File: src/rtl/dmux_disp_pkg.sv
// Shared types and defaults for the 1:2 sequenced stream dispatcher.
package dmux_disp_pkg;

  typedef enum logic [1:0] {
    MODE_FIXED = 2'd0,
    MODE_RR    = 2'd1,
    MODE_FILL  = 2'd2
  } mode_e;

  localparam int WIDTH_DEF = 8;
  localparam int CNT_W_DEF = 16;

endpackage : dmux_disp_pkg

File: src/rtl/dmux_disp_slot.sv
// One-entry valid/ready output register; the parent only asserts load
// when can_accept is high, so a stalled word is never overwritten.
module dmux_disp_slot #(
  parameter int WIDTH = 8
) (
  input  logic             clk,
  input  logic             rst_n,
  input  logic             load,
  input  logic [WIDTH-1:0] load_data,
  input  logic             out_ready,
  output logic             out_valid,
  output logic [WIDTH-1:0] out_data,
  output logic             can_accept
);

  // A slot being drained this cycle frees up in time to take a new word.
  assign can_accept = ~out_valid | out_ready;

  // NOTE: state uses non-blocking assignments; the data register is reset too,
  // because out_data is required to read zero after reset, not just be ignored.
  always_ff @(posedge clk or negedge rst_n) begin
    if (!rst_n) begin
      out_valid <= 1'b0;
      out_data  <= '0;
    end else if (load) begin
      out_valid <= 1'b1;
      out_data  <= load_data;
    end else if (out_ready) begin
      out_valid <= 1'b0;
    end
  end

endmodule : dmux_disp_slot

File: src/rtl/dmux_1by2_dispatcher.sv
// Sequenced 1:2 dispatcher: policy-driven target select, two output slots,
// per-channel wrapping dispatch counters and a round-robin pointer.
module dmux_1by2_dispatcher
  import dmux_disp_pkg::*;
#(
  parameter int WIDTH = WIDTH_DEF,
  parameter int CNT_W = CNT_W_DEF
) (
  input  logic             clk,
  input  logic             rst_n,
  input  logic [1:0]       mode,
  input  logic             sel,
  input  logic             clr,
  input  logic             in_valid,
  output logic             in_ready,
  input  logic [WIDTH-1:0] in_data,
  output logic             out0_valid,
  output logic             out1_valid,
  input  logic             out0_ready,
  input  logic             out1_ready,
  output logic [WIDTH-1:0] out0_data,
  output logic [WIDTH-1:0] out1_data,
  output logic [CNT_W-1:0] cnt0,
  output logic [CNT_W-1:0] cnt1,
  output logic             rr_ptr
);

  logic target;
  logic can0, can1;
  logic accept;
  logic load0, load1;

  // NOTE: every signal assigned in always_comb gets a default first so no
  // latch is inferred, including for the reserved mode encoding.
  always_comb begin
    target = sel;
    unique case (mode_e'(mode))
      MODE_FIXED: target = sel;
      MODE_RR:    target = rr_ptr;
      MODE_FILL:  target = ~can0;
      default:    target = sel;
    endcase
  end

  // in_ready never looks at in_valid, keeping the handshake loop-free.
  assign in_ready = target ? can1 : can0;
  assign accept   = in_valid & in_ready;
  assign load0    = accept & ~target;
  assign load1    = accept &  target;

  dmux_disp_slot #(.WIDTH(WIDTH)) u_slot0 (
    .clk        (clk),
    .rst_n      (rst_n),
    .load       (load0),
    .load_data  (in_data),
    .out_ready  (out0_ready),
    .out_valid  (out0_valid),
    .out_data   (out0_data),
    .can_accept (can0)
  );

  dmux_disp_slot #(.WIDTH(WIDTH)) u_slot1 (
    .clk        (clk),
    .rst_n      (rst_n),
    .load       (load1),
    .load_data  (in_data),
    .out_ready  (out1_ready),
    .out_valid  (out1_valid),
    .out_data   (out1_data),
    .can_accept (can1)
  );

  // clr outranks an accept for bookkeeping; the word itself still lands.
  always_ff @(posedge clk or negedge rst_n) begin
    if (!rst_n) begin
      cnt0   <= '0;
      cnt1   <= '0;
      rr_ptr <= 1'b0;
    end else if (clr) begin
      cnt0   <= '0;
      cnt1   <= '0;
      rr_ptr <= 1'b0;
    end else begin
      if (load0) cnt0 <= cnt0 + CNT_W'(1);
      if (load1) cnt1 <= cnt1 + CNT_W'(1);
      if (accept && mode_e'(mode) == MODE_RR) rr_ptr <= ~rr_ptr;
    end
  end

endmodule : dmux_1by2_dispatcher

File: config.mk
export PLATFORM = sky130hd
export DESIGN_NAME = dmux_1by2_dispatcher
export DESIGN_NICKNAME = d
export VERILOG_FILES = /design/src/rtl/dmux_disp_pkg.sv /design/src/rtl/dmux_disp_slot.sv /design/src/rtl/dmux_1by2_dispatcher.sv
export SDC_FILE = /design/constraint.sdc
export NUM_CORES = 1
export LEC_CHECK = 0
export CAP_MARGIN = 20
export CORE_MARGIN = 8
export CORE_UTILIZATION = 54
export CTS_CLUSTER_SIZE = 30
export DETAILED_ROUTE_END_ITERATION = 16
export DONT_BUFFER_PORTS = 1
export PLACE_DENSITY = 0.68
export RECOVER_POWER = 50
export SLEW_MARGIN = 20
export SYNTH_ARGS = -nofsm -noshare
export SYNTH_HDL_FRONTEND = slang
export SYNTH_SLANG_ARGS = --single-unit
File: constraint.sdc
create_clock -name clk -period 2.1 [get_ports clk]
set_input_delay 0.21 -clock clk [delete_from_list [all_inputs] [get_ports clk]]
set_output_delay 0.21 -clock clk [all_outputs]
set_load 0.02 [all_outputs]
==> impl_metrics.tcl, run 1 <==
set metrics [dict create \
    status "completed" \
    powerDensity_nw_per_um2 711 \
    totalNegativeSetupSlack_ps 0 \
    ys_seq_area_frac 0.482 \
    p_leak_nw 1.31 \
    synthesis.instances 248 \
    via_per_inst 5.94 \
    ys_ff_latch 51 \
    dpl_cell_area_um2 2850 \
    start_util 0.561 \
    drive_gt1_frac 0.211 \
    final_max_slew_viol_count 0 \
    cts_resized 0 \
    dieArea_um2 7410 \
    synth_cell_types 39 \
    wl_per_cell_um 18.2 \
    path_cells "nor2b_1 -> or3_1 -> and4bb_1 -> mux2_1" \
    ir_drop_mv 0.539 \
    grt_pass1_wl_mm 10.3 \
    fin_skew_ps 7.21 \
    die_w_um 86.1 \
    rsz0062_at_grt "false" \
    worst_path_max_delay_cell "dfrtp_1" \
    fmax_mhz 542 \
    dieHeight_um 86.1 \
    std_cell_rows 25 \
    cts_buffers 5 \
    synth_area_leader_cell "dfrtp_1" \
    yosysWarnings 0 \
    finalCritPeriodShare 0.879 \
    cts_sinks 51 \
    core_um2 4720 \
    postRouteAntennaNets 0 \
    ios 69 \
    synth_area_leaders "dfrtp_1 (48%), mux2_2 (8.5%), mux2_1 (4.2%)" \
    antenna_found_initial 0 \
    cts_setup_buffers 0 \
    num_vias 2003 \
    postCtsHoldBufs 3 \
    antennaDiodeCount 0 \
    synthFlopType "dfrtp_1" \
    cap_violations 0 \
    setup_viol 0 \
    synth.most_common_cell "dfrtp_1" \
    fin_area_um2 2970 \
    worst_pin_slew_ps 1250 \
    crit_buf_inv 0 \
    grt_max_degree 52 \
    track_usage 0.172 \
    crit_required_ps 2290 \
    dpl.hpwl_mm 4.37 \
    period_minus_slack_ps 1850 \
    async_reset_ff_frac 1.00 \
    synth.net_count 269 \
    hold_class "in -> reg" \
    ctsLongestPathBuffers 2 \
    nets 290 \
    cts_tree "built" \
    cpLargestDelayFamily "simple AND/OR/NAND/NOR gates" \
    synthesis.area_um2 2650 \
    overflow 0 \
    synth_commonest_cells "dfrtp_1 (51), nor2_1 (22), mux2_2 (20)" \
    area_growth_syn_to_layout_pct 12.1 \
    hold_viol_final 0 \
    slowest_delay_ps 480 \
    drt_wl_total_mm 6.14 \
    drt_iter0_markers 94 \
    drt_pre_antenna_iters 4 \
    drc 0 \
    crit_fanout 3 \
    crit_arrival_ps 2040 \
    syn_area_per_cell_um2 10.7 \
    clockRootBuffer "clkbuf_8" \
    relSlewSlack 0.164 \
    synth_edf_count 0 \
    path_clk_slew_ps 100 \
    endpoint_kind "register" \
    crit_type "reg -> reg" \
    grt_pass1_vias 2041 \
    htreeDepth 2 \
    worstSkewPairLatency_ps 300 \
    globalplace.congestion 0.753 \
    portBuffers 0 \
    worstSetupStartpointType "register" \
    synth_top_area_share 0.482 \
]
final timing paths:
| path | slack (ps) | endpoint | depth (start not counted) | from |
|---|---|---|---|---|
| setup reg to reg | 250 | cnt1[15] | 4 | u_slot1.out_valid |
| hold reg to reg | 650 | u_slot0.out_valid | 2 | u_slot0.out_valid |
| setup / recovery | 250 | cnt1[15] | 4 | u_slot1.out_valid |
| max in group asynchronous | 620 | u_slot0.out_data[4] | 2 | rst_n |
| hold / removal | 50 | u_slot0.out_data[2] | 1 | in_data[2] |
| min in group asynchronous | 720 | cnt0[14] | 2 | rst_n |
cells in the final DEF, fill, tap and decap left out, types with 3 or more instances in the layout:
master,synthesis,routed
a21oi_1,15,15
and4_1,4,4
buf_4,2,22
clkbuf_8,0,6
dfrtp_1,51,51
ha_1,4,4
inv_1,8,8
mux2_1,10,10
mux2_2,20,20
nand2_1,12,12
nand3_1,12,12
nand4_1,7,7
nor2_1,22,22
nor2b_1,15,15
nor4_1,5,5
o21ai_0,4,4
o31ai_1,10,10
or3_1,5,5
or4_1,10,10
xor2_1,3,3
metrics by stage:
| stage | setup slack, ps | total power [mW] | util | hold WS (ps) | std cells |
|---|---|---|---|---|---|
| finish | 254 | 2.11 | 0.629 | 53.9 | 337 |
| global route | 159 | 2.20 | 0.629 | 33.5 | 337 |
| CTS | 247 | 2.15 | 0.634 | 36.6 | 337 |
| global placement | 150 | 1.49 | 0.603 | -83.6 | 326 |
| detailed placement | 116 | 1.50 | 0.603 | -83.8 | 326 |
| floorplan | 298 | 1.44 | - | -85.6 | 248 |
cells by family after synthesis:
family                   after synthesis  synth area share
AO/OA/AOI/OAI                         32            0.0732
AND/OR/NAND/NOR                      107             0.248
XOR/XNOR                               3           0.00992
multiplexers                          32             0.135
buffers and inverters                 19            0.0335
adder cells (fa/ha/maj)                4            0.0189
flip-flops                            51             0.482
metal layers:
layer	vias to the layer above	track usage	share of wire
li1	941	-	-
met3	4	0.0573	0.085
met5	-	0	0
met1	994	0.207	0.41
met4	0	0.0478	0.0065
met2	64	0.283	0.50
sequential cells by signal, indices dropped and copies added, names as in the netlist:
register	count
cnt0	16
cnt1	16
rr_ptr	1
u_slot0.out_data	8
u_slot0.out_valid	1
u_slot1.out_data	8
u_slot1.out_valid	1
report_power, final:
| part | switching, mW | internal [mW] |
|---|---|---|
| registers | 0.182 | 1.07 |
| logic | 0.130 | 0.119 |
| clock network | 0.339 | 0.270 |
final cells by class:
type,instances,area [um2]
sequential,51,1280
timing repair buffer,25,190
clock inverter,2,16.3
fill,396,1750
inverter,8,30.0
clock buffer,6,82.6
tap,67,83.8
multi-input combinational,178,1290
No activity file was read; power rests on OpenSTA's default activity.
==> inputs of run 2 (changes only) <==
--- a/config.mk
+++ b/config.mk
@@ -5,7 +5,7 @@
 export SDC_FILE = /design/constraint.sdc
 export NUM_CORES = 1
 export LEC_CHECK = 0
-export CAP_MARGIN = 20
+export CAP_MARGIN = 5
 export CORE_MARGIN = 8
 export CORE_UTILIZATION = 54
 export CTS_CLUSTER_SIZE = 30
==> constraint.sdc (replaced) <==
create_clock -name clk -period 2.4 [get_ports clk]
set_input_delay 0.24 -clock clk [delete_from_list [all_inputs] [get_ports clk]]
set_output_delay 0.24 -clock clk [all_outputs]
set_load 0.02 [all_outputs]
==> run 2 against run 1 <==
Design area shrank 4.7%. Clock power shrank 18%. First-iteration DRC count grew 76%. Non-clock buffer count shrank 17. Highest routed layer unchanged.
==> impl_metrics.tcl, run 2 (same netlist as run 1, synthesis figures left out) <==
set metrics [dict create \
    cts_sinks 51 \
    track_usage 0.161 \
    drt_iter0_markers 165 \
    globalplace.congestion 0.757 \
    fmax_mhz 505 \
    cts_resized 0 \
    wl_per_cell_um 18.4 \
    worst_pin_slew_ps 1260 \
    final_util 0.599 \
    relSlewSlack 0.159 \
    finalCritPeriodShare 0.825 \
    rsz0062_at_grt "false" \
    powerDensity_nw_per_um2 637 \
    fin_skew_ps 11.3 \
    setup_viol 0 \
    worst_path_max_delay_cell "dfrtp_1" \
    top_regs "cnt0: 16 flops, cnt1: 16 flops" \
    postRouteAntennaNets 0 \
    cts_tree "built" \
    drc 0 \
    slowest_delay_ps 560 \
    cts_setup_buffers 0 \
    clockRootBuffer "clkbuf_8" \
    grt_max_degree 52 \
    crit_fanout 10 \
    portBuffers 0 \
    grt_pass1_vias 1938 \
    crit_arrival_ps 2160 \
    status "completed" \
    hold_class "in -> reg" \
    path_clk_slew_ps 100 \
    std_cell_rows 25 \
    met1_length_mm 2.53 \
    dieHeight_um 86.1 \
    wl_met3_um 521 \
    start_util 0.561 \
    antennaDiodeCount 0 \
    dpl_cell_area_um2 2720 \
    maxUsedRoutingLayer "met4" \
    drive_gt1_frac 0.158 \
    via_per_inst 6.08 \
    nets 273 \
    path_cells "a21o_1 -> o2111ai_2 -> nor4_1 -> mux2_1" \
    final_common_cell "dfrtp_1" \
    dr_wl_met2_mm 2.75 \
    hold_viol_final 0 \
    htreeDepth 2 \
    power_mw 1.80 \
    totalNegativeSetupSlack_ps 0 \
    drt_wl_total_mm 5.88 \
    final_max_slew_viol_count 0 \
    grt_pass1_wl_mm 9.67 \
    area_growth_syn_to_layout_pct 6.85 \
    drt_pre_antenna_iters 4 \
    p_leak_nw 1.22 \
    cts_buffers 5 \
    crit_type "reg -> reg" \
    die_w_um 86.1 \
    num_vias 1944 \
    layout_common_cells "dfrtp_1 (51), nor2_1 (22), mux2_2 (20)" \
    crit_required_ps 2580 \
    worstSetupStartpointType "register" \
    dpl.hpwl_mm 4.21 \
    ios 69 \
    fin_area_um2 2830 \
    antenna_found_initial 0 \
    ir_drop_mv 0.402 \
    ctsLongestPathBuffers 2 \
    cap_violations 0 \
    ff2ff_setup_slack_ps 420 \
    dieArea_um2 7410 \
    worstSkewPairLatency_ps 310 \
    overflow 0 \
    endpoint_kind "register" \
    period_minus_slack_ps 1980 \
    hold_slack_ps 76.4 \
    core_um2 4720 \
]
## run 2: cell count changes in the layout (fill, tap and decap cells not counted), sizes merged
cell      delta
buf         -17
clkbuf       -1
clkinv       +1
clkinvlp     -1
inv          +1
## run 2: final timing paths
path / startpoint / endpoint / cells after the start
min: in_data[0] / u_slot0.out_data[0] / 1
min in group asynchronous: rst_n / cnt1[14] / 2
min reg2reg: u_slot0.out_data[0] / u_slot0.out_data[0] / 1
max reg2reg: rr_ptr / cnt1[10] / 4
max: rr_ptr / cnt1[10] / 4
max in group asynchronous: rst_n / cnt1[11] / 2
## run 2: stage by stage
step	std cells	setup WS, ps
after global routing	320	295
after global placement	309	427
after floorplan	248	568
after CTS	320	424
final	320	421
after detailed placement	309	396
## run 2: layer usage
| layer | track usage | vias to the layer above |
|---|---|---|
| met4 | 0.0589 | 0 |
| met2 | 0.258 | 56 |
| met3 | 0.0573 | 8 |
| met1 | 0.195 | 967 |
| li1 | - | 913 |
| met5 | 0 | - |
## run 2: layout make-up
cell class / instances / area (um2)
inverters: 8 / 30.0
clock inverters: 3 / 18.8
flip-flops and latches: 51 / 1280
multi-input cells: 178 / 1290
fillers: 402 / 1890
repair buffers: 8 / 62.6
well taps: 67 / 83.8
clock buffers: 5 / 68.8
## run 2: what timing repair did
action	in CTS	in global routing
endpoints found under the hold margin	70	0
hold buffers	3	0
setup endpoints to repair	0	0
## run 2: worst max-delay path: cells and delay by family (launching register included)
| family | cells | cell delay, ps |
|---|---|---|
| DFF | 1 | 560 |
| AOI/OAI and AO/OA | 2 | 530 |
| muxes | 1 | 360 |
| and+or+nand+nor | 1 | 410 |
## run 2: power breakdown
group	switching (mW)	total, mW	internal (mW)
combinational	0.101	0.196	0.0955
sequential	0.170	1.11	0.938
clock	0.293	0.499	0.206
total	0.563	1.80	1.24
==> inputs of run 3 (changes only) <==
--- a/config.mk
+++ b/config.mk
@@ -11,7 +11,7 @@
 export CTS_CLUSTER_SIZE = 30
 export DETAILED_ROUTE_END_ITERATION = 16
 export DONT_BUFFER_PORTS = 1
-export PLACE_DENSITY = 0.68
+export PLACE_DENSITY = 0.71
 export RECOVER_POWER = 50
 export SLEW_MARGIN = 20
 export SYNTH_ARGS = -nofsm -noshare
==> constraint.sdc (replaced) <==
create_clock -name clk -period 1.8 [get_ports clk]
set_input_delay 0.18 -clock clk [delete_from_list [all_inputs] [get_ports clk]]
set_output_delay 0.18 -clock clk [all_outputs]
set_load 0.02 [all_outputs]
==> run 3 against run 2 <==
Combinational power increased by 67%. Core utilization up 6.2 points. Maximum frequency rose by 16%. Clock power up 64%. Critical path type unchanged. Largest power group unchanged. Highest routed layer unchanged.
==> impl_metrics.tcl, run 3 (same netlist as run 1, synthesis figures left out) <==
set metrics [dict create \
    status "completed" \
    startpoint "rr_ptr" \
    crit_fanout 12 \
    crit_arrival_ps 1910 \
    grt_max_degree 52 \
    start_util 0.561 \
    dp_slack_ps -19.0 \
    grt_pass1_vias 2034 \
    powerDensity_nw_per_um2 830 \
    fill_cells 371 \
    ff2ff_setup_slack_ps 90 \
    fmax_mhz 584 \
    power_switching_mw 0.762 \
    overflow 0 \
    antenna_found_initial 0 \
    worstSetupStartpointType "register" \
    path_clk_slew_ps 100 \
    final_common_cell "dfrtp_1" \
    hold_viol_final 0 \
    drc 0 \
    min_path_cells 1 \
    globalplace.congestion 0.766 \
    cts_setup_buffers 0 \
    relSlewSlack 0.241 \
    antennaDiodeCount 0 \
    finalCritPeriodShare 0.952 \
    ctsLongestPathBuffers 2 \
    track_usage 0.171 \
    clockRootBuffer "clkbuf_8" \
    combPwrFrac 0.127 \
    nets 307 \
    cts_tree "built" \
    worstRegToRegCells 5 \
    drive_gt1_frac 0.258 \
    hp-start "in_data[7]" \
    endpoint_kind "register" \
    clock_power_share 0.316 \
    seqPwrFrac 0.558 \
    std_cell_rows 25 \
    core_um2 4720 \
    cts_sinks 51 \
    num_vias 2033 \
    ir_drop_mv 0.779 \
    rsz0062_at_grt "false" \
    fin_skew_ps 9.42 \
    p_leak_nw 1.40 \
    drt_wl_total_mm 6.14 \
    worstSkewPairLatency_ps 310 \
    worstReg2RegStart "rr_ptr" \
    layout_common_cells "dfrtp_1 (50), buf_4 (36), nor2_1 (22)" \
    postRouteAntennaNets 0 \
    portBuffers 0 \
    dieHeight_um 86.1 \
    totalNegativeSetupSlack_ps 0 \
    via_per_inst 5.74 \
    drt_iter0_markers 97 \
    setup_viol 0 \
    dpl.hpwl_mm 4.35 \
    crit_required_ps 1990 \
    cap_violations 0 \
    ios 69 \
    die_w_um 86.1 \
    min_to "u_slot0.out_data[7]" \
    drt_pre_antenna_iters 4 \
    final_max_slew_viol_count 0 \
    wl_per_cell_um 17.3 \
    htreeDepth 2 \
    p_sw_frac 0.294 \
    rr_endpoint "u_slot1.out_data[3]" \
    intPower_mw 1.83 \
    crit_type "reg -> reg" \
    fin_ws_ps 86.6 \
    top_regs "cnt0: 16 flops, cnt1: 16 flops" \
    dieArea_um2 7410 \
    area_growth_syn_to_layout_pct 17.9 \
    worst_pin_slew_ps 1140 \
    cts_buffers 5 \
    hold_class "in -> reg" \
    grt_pass1_wl_mm 10.3 \
    period_minus_slack_ps 1710 \
]
[run 3: changes by cell type in the layout (fill, tap and decap cells not counted), sizes merged]
cell,change
dlygate4sd3,+1
clkinv,-1
buf,+33
bufinv,+1
[run 3: critical path: stages (launching register included)]
cell	delay, ps
dfrtp_2	460
a21o_1	220
o2111ai_2	200
buf_4	210
buf_6	180
mux2_2	340
[run 3: repair_timing]
| action | 4_1_cts | 5_1_grt |
|---|---|---|
| gates resized for setup | 0 | 3 |
| endpoints found under the setup margin | 0 | 14 |
| hold buffers | 3 | 1 |
| hold endpoints to repair | 70 | 2 |
[run 3: worst max path at each step]
stage | to | slack, ps
6_report | u_slot1.out_data[3] | 90
2_1_floorplan | u_slot1.out_data[3] | 20
3_5_place_dp | u_slot1.out_data[3] | -20
4_1_cts | u_slot1.out_data[3] | 30
3_3_place_gp | u_slot1.out_data[0] | -1
5_1_grt | u_slot1.out_data[0] | 0.8
[run 3: routing by layer]
layer | track usage | up-vias | part of all wire
met4 | 0.0478 | 0 | 0.0065
met1 | 0.205 | 993 | 0.43
li1 | - | 981 | -
met5 | 0 | - | 0
met3 | 0.0678 | 5 | 0.090
met2 | 0.276 | 54 | 0.47
[run 3: through the flow]
stage	util	instance area [um2]	hold slack (ps)	total power, mW	instances
after CTS	0.663	3130	3.75	2.64	353
after global routing	0.662	3130	0.647	2.71	354
after global placement	0.628	2970	-114	1.76	342
final	0.662	3130	18.0	2.59	354
after detailed placement	0.628	2970	-114	1.77	342
after floorplan	-	2650	-116	1.68	248
[run 3: final cells by class]
type	count	area, um2	area share
clock inverter	3	47.5	0.0152
timing repair buffer	42	320	0.102
inverter	8	30.0	0.00961
multi-input combinational	178	1300	0.415
sequential	51	1280	0.409
clock buffer	5	68.8	0.0220
tap	67	83.8	0.0268
[run 3: power groups by stage]
stage / clock (mW) / sequential, mW / combinational [mW]
2_1_floorplan: 0 / 1.47 / 0.215
3_3_place_gp: 0 / 1.47 / 0.286
3_5_place_dp: 0 / 1.47 / 0.293
4_1_cts: 0.851 / 1.45 / 0.337
5_1_grt: 0.878 / 1.46 / 0.364
6_report: 0.819 / 1.45 / 0.328
==> variant 1 (settings of run 1) <==
Set the package constant `CNT_W_DEF` to 20 (it was 16).
--- a/src/rtl/dmux_disp_pkg.sv
+++ b/src/rtl/dmux_disp_pkg.sv
@@ -9,5 +9,5 @@
 
   localparam int WIDTH_DEF = 8;
-  localparam int CNT_W_DEF = 16;
+  localparam int CNT_W_DEF = 20;
 
 endpackage : dmux_disp_pkg
Ports: changed (resized cnt0 and cnt1); port bits go from 69 to 77. No check against the original RTL was run, so the function may have changed too.
==> variant 1 against run 1 <==
  * Sequential cell count increased by 8
  * Global-route usage increased by 1.1 points
  * Utilization increased by 1.2 points
  * Synthesized area increased by 12%
  * Critical path depth increased by 1
  * Total power increased by 29%
  * Cell area increased by 17%
  * Worst setup slack got worse by 45 ps
  * Non-clock buffer count increased by 10
  * Routed wire length increased by 17%
  * Sequential share of layout area decreased by 0.37 points
  * Largest cell class is now sequential cells
==> variant 1: results <==
export IMPL_status="finished, final reports clean"
export IMPL_wl_per_cell_um=18.1
export IMPL_dp_hpwl_um=5100
export IMPL_highest_layer="met4"
export IMPL_path_max_fanout=10
export IMPL_irDropWorstVdd_v=0.000576
export IMPL_wirelength_met1_um=2990
export IMPL_vias_per_cell=6.03
export IMPL_slowest_delay_ps=450
export IMPL_ys_seq_area_share_pct=49.8
export IMPL_portBuffers=0
export IMPL_track_usage_pct=18.3
export IMPL_finalClockSkew_ps=6.99
export IMPL_synth_area_top_cells="dfrtp_1 (50%), mux2_2 (9.5%), a21oi_1 (4.6%)"
export IMPL_top_regs="cnt0 (20), cnt1 (20)"
export IMPL_wl_met3_um=668
export IMPL_cts_setup_buffers=0
export IMPL_grt_pass1_vias=2407
export IMPL_final_nets=342
export IMPL_r2r_start="u_slot1.out_valid"
export IMPL_synthArstFlopShare_pct=100
export IMPL_wl_um=7190
export IMPL_antenna_found_initial=0
export IMPL_clk_pin_slew_ps=70
export IMPL_fill_cells=462
export IMPL_syn_nets=310
export IMPL_grt_max_degree=60
export IMPL_diodes=0
export IMPL_numCtsBuffers=9
export IMPL_cp_slowest_cell="dfrtp_1"
export IMPL_synthDistinctLibCells=31
export IMPL_drt_pass1_iterations=4
export IMPL_arrival_ps=2110
export IMPL_place_congestion=0.812
export IMPL_cts_resized=0
export IMPL_h_tree_depth=3
export IMPL_drt_iter0_drc=99
export IMPL_hold_start="in_data[4]"
export IMPL_grt_pass1_wl_um=12300
export IMPL_cts_path_max_buffers=2
export IMPL_final_layout_size_suffix_gt1_share_pct=22.8
export IMPL_syn_inst=289
export IMPL_met2_length_um=3450
export IMPL_dpl_cell_count=379
export IMPL_min_path_type="in -> reg"
export IMPL_cts_root_buf="clkbuf_8"
export IMPL_yosys_warnings=0
export IMPL_critPathLaunchType="flop"
export IMPL_synth_commonest_cells="dfrtp_1 (59), a21oi_1 (27), mux2_2 (25)"
export IMPL_clk_latency_ps=330
export IMPL_dominantRegCellSynth="dfrtp_1"
export IMPL_worst_pin_slew_ps=1430
export IMPL_p_leak_nw=1.46
export IMPL_slew_violations=0
-- variant 1: stage by stage --
step	setup WS [ps]	power, mW	hold WS, ps	cell area [µm²]	util [%]
after floorplan	272	1.60	-85.6	2960	-
after global placement	214	1.67	-83.5	3250	60.1
after detailed placement	167	1.68	-83.6	3250	60.1
after CTS	234	2.75	13.2	3500	64.7
after global routing	78.1	2.82	13.1	3470	64.1
final	209	2.72	29.0	3470	64.1
-- variant 1: worst max-delay path: cells and delay by family, from the launching register on --
kind	cells	cell delay [ps]
AND/OR/NAND/NOR	2	550
flip-flops	1	450
multiplexers	1	370
buffers and inverters	1	210
AO/OA/AOI/OAI	1	200
-- variant 1: repair_timing --
action / in CTS / in global routing
setup endpoints to repair: 0 / 0
hold buffers: 3 / 0
hold endpoints to repair: 91 / 0
-- variant 1: cells by family after synthesis --
kind of cell,Yosys count,share of synthesized area [%]
AOI/OAI and AO/OA,63,12.7
xor gates and xnor gates,5,1.48
adders and majority gates,4,1.69
buffers and inverters,21,3.08
DFF,59,49.8
muxes,27,10.2
and+or+nand+nor,110,21.1
-- variant 1: routing by layer --
layer / up-vias / global-route usage [%]
li1: 1150 / -
met1: 1166 / 22.0
met2: 70 / 29.2
met3: 8 / 7.32
met4: 0 / 5.83
met5: - / 0
-- variant 1: area by class of cell --
| type | instances | area (µm²) | area share [%] |
|---|---|---|---|
| sequential | 59 | 1480 | 42.6 |
| multi-input combinational | 209 | 1400 | 40.5 |
| timing repair buffer | 35 | 277 | 7.98 |
| clock buffer | 13 | 159 | 4.58 |
| tap | 72 | 90.1 | 2.60 |
| clock inverter | 2 | 35.0 | 1.01 |
| inverter | 7 | 26.3 | 0.758 |
-- variant 1: worst paths after layout --
check | cells after the start | endpoint | slack (ps)
min in group asynchronous | 2 | cnt1[7] | 760
setup / recovery | 5 | cnt1[11] | 210
hold reg to reg | 2 | cnt1[1] | 630
hold / removal | 1 | u_slot0.out_data[4] | 30
max in group asynchronous | 2 | u_slot1.out_data[3] | 460
setup reg to reg | 5 | cnt1[11] | 210
-- variant 1: power by group --
part	switching, mW	leakage (nW)	total (mW)	internal, mW
Sequential	0.180	0.784	1.41	1.23
Combinational	0.148	0.578	0.274	0.127
Clock	0.420	0.0995	1.03	0.606
Total	0.749	1.46	2.72	1.97
==> variant 2 (config.mk and constraints of run 1) <==
Without the edit above. Add an input register stage for `mode`, with the module's reset; this delays it by one clock. The other inputs are not delayed to match.
--- a/src/rtl/dmux_1by2_dispatcher.sv
+++ b/src/rtl/dmux_1by2_dispatcher.sv
@@ -26,4 +26,14 @@
 );
 
+  logic [1:0] mode_q;
+
+  always_ff @(posedge clk or negedge rst_n) begin
+    if (!rst_n) begin
+      mode_q <= '0;
+    end else begin
+      mode_q <= mode;
+    end
+  end
+
   logic target;
   logic can0, can1;
@@ -35,5 +45,5 @@
   always_comb begin
     target = sel;
-    unique case (mode_e'(mode))
+    unique case (mode_e'(mode_q))
       MODE_FIXED: target = sel;
       MODE_RR:    target = rr_ptr;
@@ -84,5 +94,5 @@
       if (load0) cnt0 <= cnt0 + CNT_W'(1);
       if (load1) cnt1 <= cnt1 + CNT_W'(1);
-      if (accept && mode_e'(mode) == MODE_RR) rr_ptr <= ~rr_ptr;
+      if (accept && mode_e'(mode_q) == MODE_RR) rr_ptr <= ~rr_ptr;
     end
   end
Function: changed (Yosys sat finds a counterexample within 4 cycles, from zero or initial values and one cycle with rst_n low).
==> variant 2 against run 1 <==
  * Cell area down 2.9%
  * Die area is 2.2% lower
  * Synthesized area is 2.7% lower
  * Total power up 5.8%
  * Routed wire length decreased by 4.8%
  * Worst setup slack worse by 160 ps
  * Sequential cell count is 2 higher
  * Critical path type unchanged
  * Critical endpoint is now u_slot0.out_data[7]
==> variant 2: results <==
export IMPL_p_leak_nw=1.21
export IMPL_grt_max_degree=54
export IMPL_p_switching_uw=642
export IMPL_drt_pass1_iterations=4
export IMPL_path_max_fanout=16
export IMPL_relSlewSlack_pct=14.2
export IMPL_track_usage_pct=16.8
export IMPL_top_regs="cnt0 (16), cnt1 (16)"
export IMPL_synth_area_top_cells="dfrtp_1 (51%), mux2_2 (10%), a21oi_1 (4.1%)"
export IMPL_irDropWorstVdd_v=0.000515
export IMPL_synthArstFlopShare_pct=100
export IMPL_worstHoldPathCells=1
export IMPL_grt_pass1_wl_um=9840
export IMPL_min_path_type="in -> reg"
export IMPL_wl_um=5850
export IMPL_dp_hpwl_um=4080
export IMPL_synth_commonest_cells="dfrtp_1 (53), mux2_2 (23), a21oi_1 (21)"
export IMPL_critPathLaunchType="flop"
export IMPL_cts_path_max_buffers=2
export IMPL_diodes=0
export IMPL_final_layout_size_suffix_gt1_share_pct=20.5
export IMPL_portBuffers=0
export IMPL_status="finished, final reports clean"
export IMPL_clk_pin_slew_ps=100
export IMPL_antenna_found_initial=0
export IMPL_hold_start="in_data[5]"
export IMPL_numCtsBuffers=5
export IMPL_h_tree_depth=2
export IMPL_place_congestion=0.730
export IMPL_grt_pass1_vias=1879
export IMPL_clk_latency_ps=300
export IMPL_yosys_warnings=0
export IMPL_vias_per_cell=6.21
export IMPL_syn_nets=265
export IMPL_r2r_start="mode_q[0]"
export IMPL_cts_root_buf="clkbuf_8"
export IMPL_synthDistinctLibCells=33
export IMPL_drt_iter0_drc=96
export IMPL_final_nets=279
export IMPL_finalClockSkew_ps=7.83
export IMPL_ys_seq_area_share_pct=51.5
export IMPL_ff2ff_path_depth=7
[variant 2: cell types whose count changed after synthesis, moves of 4 or more]
| cell | change |
|---|---|
| mux2_1 | -10 |
| nor2_1 | -9 |
| nor2b_1 | -8 |
| o21ai_0 | +7 |
| a21oi_1 | +6 |
| or3_1 | +6 |
| buf_2 | +4 |
[variant 2: per-stage QoR]
step / util, % / instances / setup TNS, ps / cell area [µm²] / worst slack [ps]
3_3_place_gp: 58.1 / 299 / 0 / 2710 / 169
2_1_floorplan: - / 244 / 0 / 2580 / 195
4_1_cts: 62.0 / 312 / 0 / 2890 / 101
3_5_place_dp: 58.1 / 299 / 0 / 2710 / 119
6_report: 61.9 / 313 / 0 / 2890 / 89.4
5_1_grt: 61.9 / 313 / -121 / 2890 / -27.2
[variant 2: metal layers]
layer  part of all wire (%)  GRT usage (%)  vias up  routed length (µm)
met5                      0              0        -                   0
met1                     42           21.3      961                2460
met3                    9.1           7.34        7                 534
met4                    1.4           5.18        0                  82
li1                       -              -      931                   -
met2                     47           25.0       44                2770
[variant 2: logic make-up (layout without fill, tap and decap cells)]
kind of cell	Yosys count	count (layout)	share of synthesized area (%)
AO/OA/AOI/OAI	46	46	10.8
flip-flops	53	53	51.5
adder cells (fa/ha/maj)	4	4	1.94
AND/OR/NAND/NOR	94	94	20.8
multiplexers	25	25	10.8
XOR/XNOR	3	3	1.02
buffers and inverters	19	34	3.11
[variant 2: worst paths after layout]
kind	end	slack [ps]
min	u_slot0.out_data[5]	50
max in group asynchronous	cnt1[8]	580
min in group asynchronous	u_slot1.out_data[0]	730
min reg2reg	u_slot1.out_valid	560
max	u_slot0.out_data[7]	90
max reg2reg	u_slot0.out_data[7]	90
[variant 2: what timing repair did]
action,CTS,global route
hold endpoints to repair,80,0
hold buffers,5,0
setup endpoints to repair,0,14
gates resized for setup,0,2
setup buffers,0,1
[variant 2: power groups by stage]
stage,clock network [mW],registers [mW],logic (mW)
3_3_place_gp,0,1.30,0.219
4_1_cts,0.713,1.29,0.268
6_report,0.691,1.28,0.258
2_1_floorplan,0,1.30,0.168
5_1_grt,0.747,1.30,0.287
3_5_place_dp,0,1.31,0.226
[variant 2: worst max-delay path, cell delays in order, from the launching register on]
cell and delay (ps):
dfrtp_1 360, inv_1 50, ha_1 320, nand3b_1 220, nand4_1 120, buf_4 200, buf_4 260, mux2_2 370
[variant 2: layout make-up]
| class | count | area, µm² |
|---|---|---|
| Fill cell | 413 | 1780 |
| Sequential cell | 53 | 1330 |
| Multi-Input combinational cell | 172 | 1180 |
| Timing Repair Buffer | 21 | 178 |
| Clock buffer | 6 | 72.6 |
| Tap cell | 54 | 67.6 |
| Clock inverter | 2 | 38.8 |
| Inverter | 5 | 18.8 |
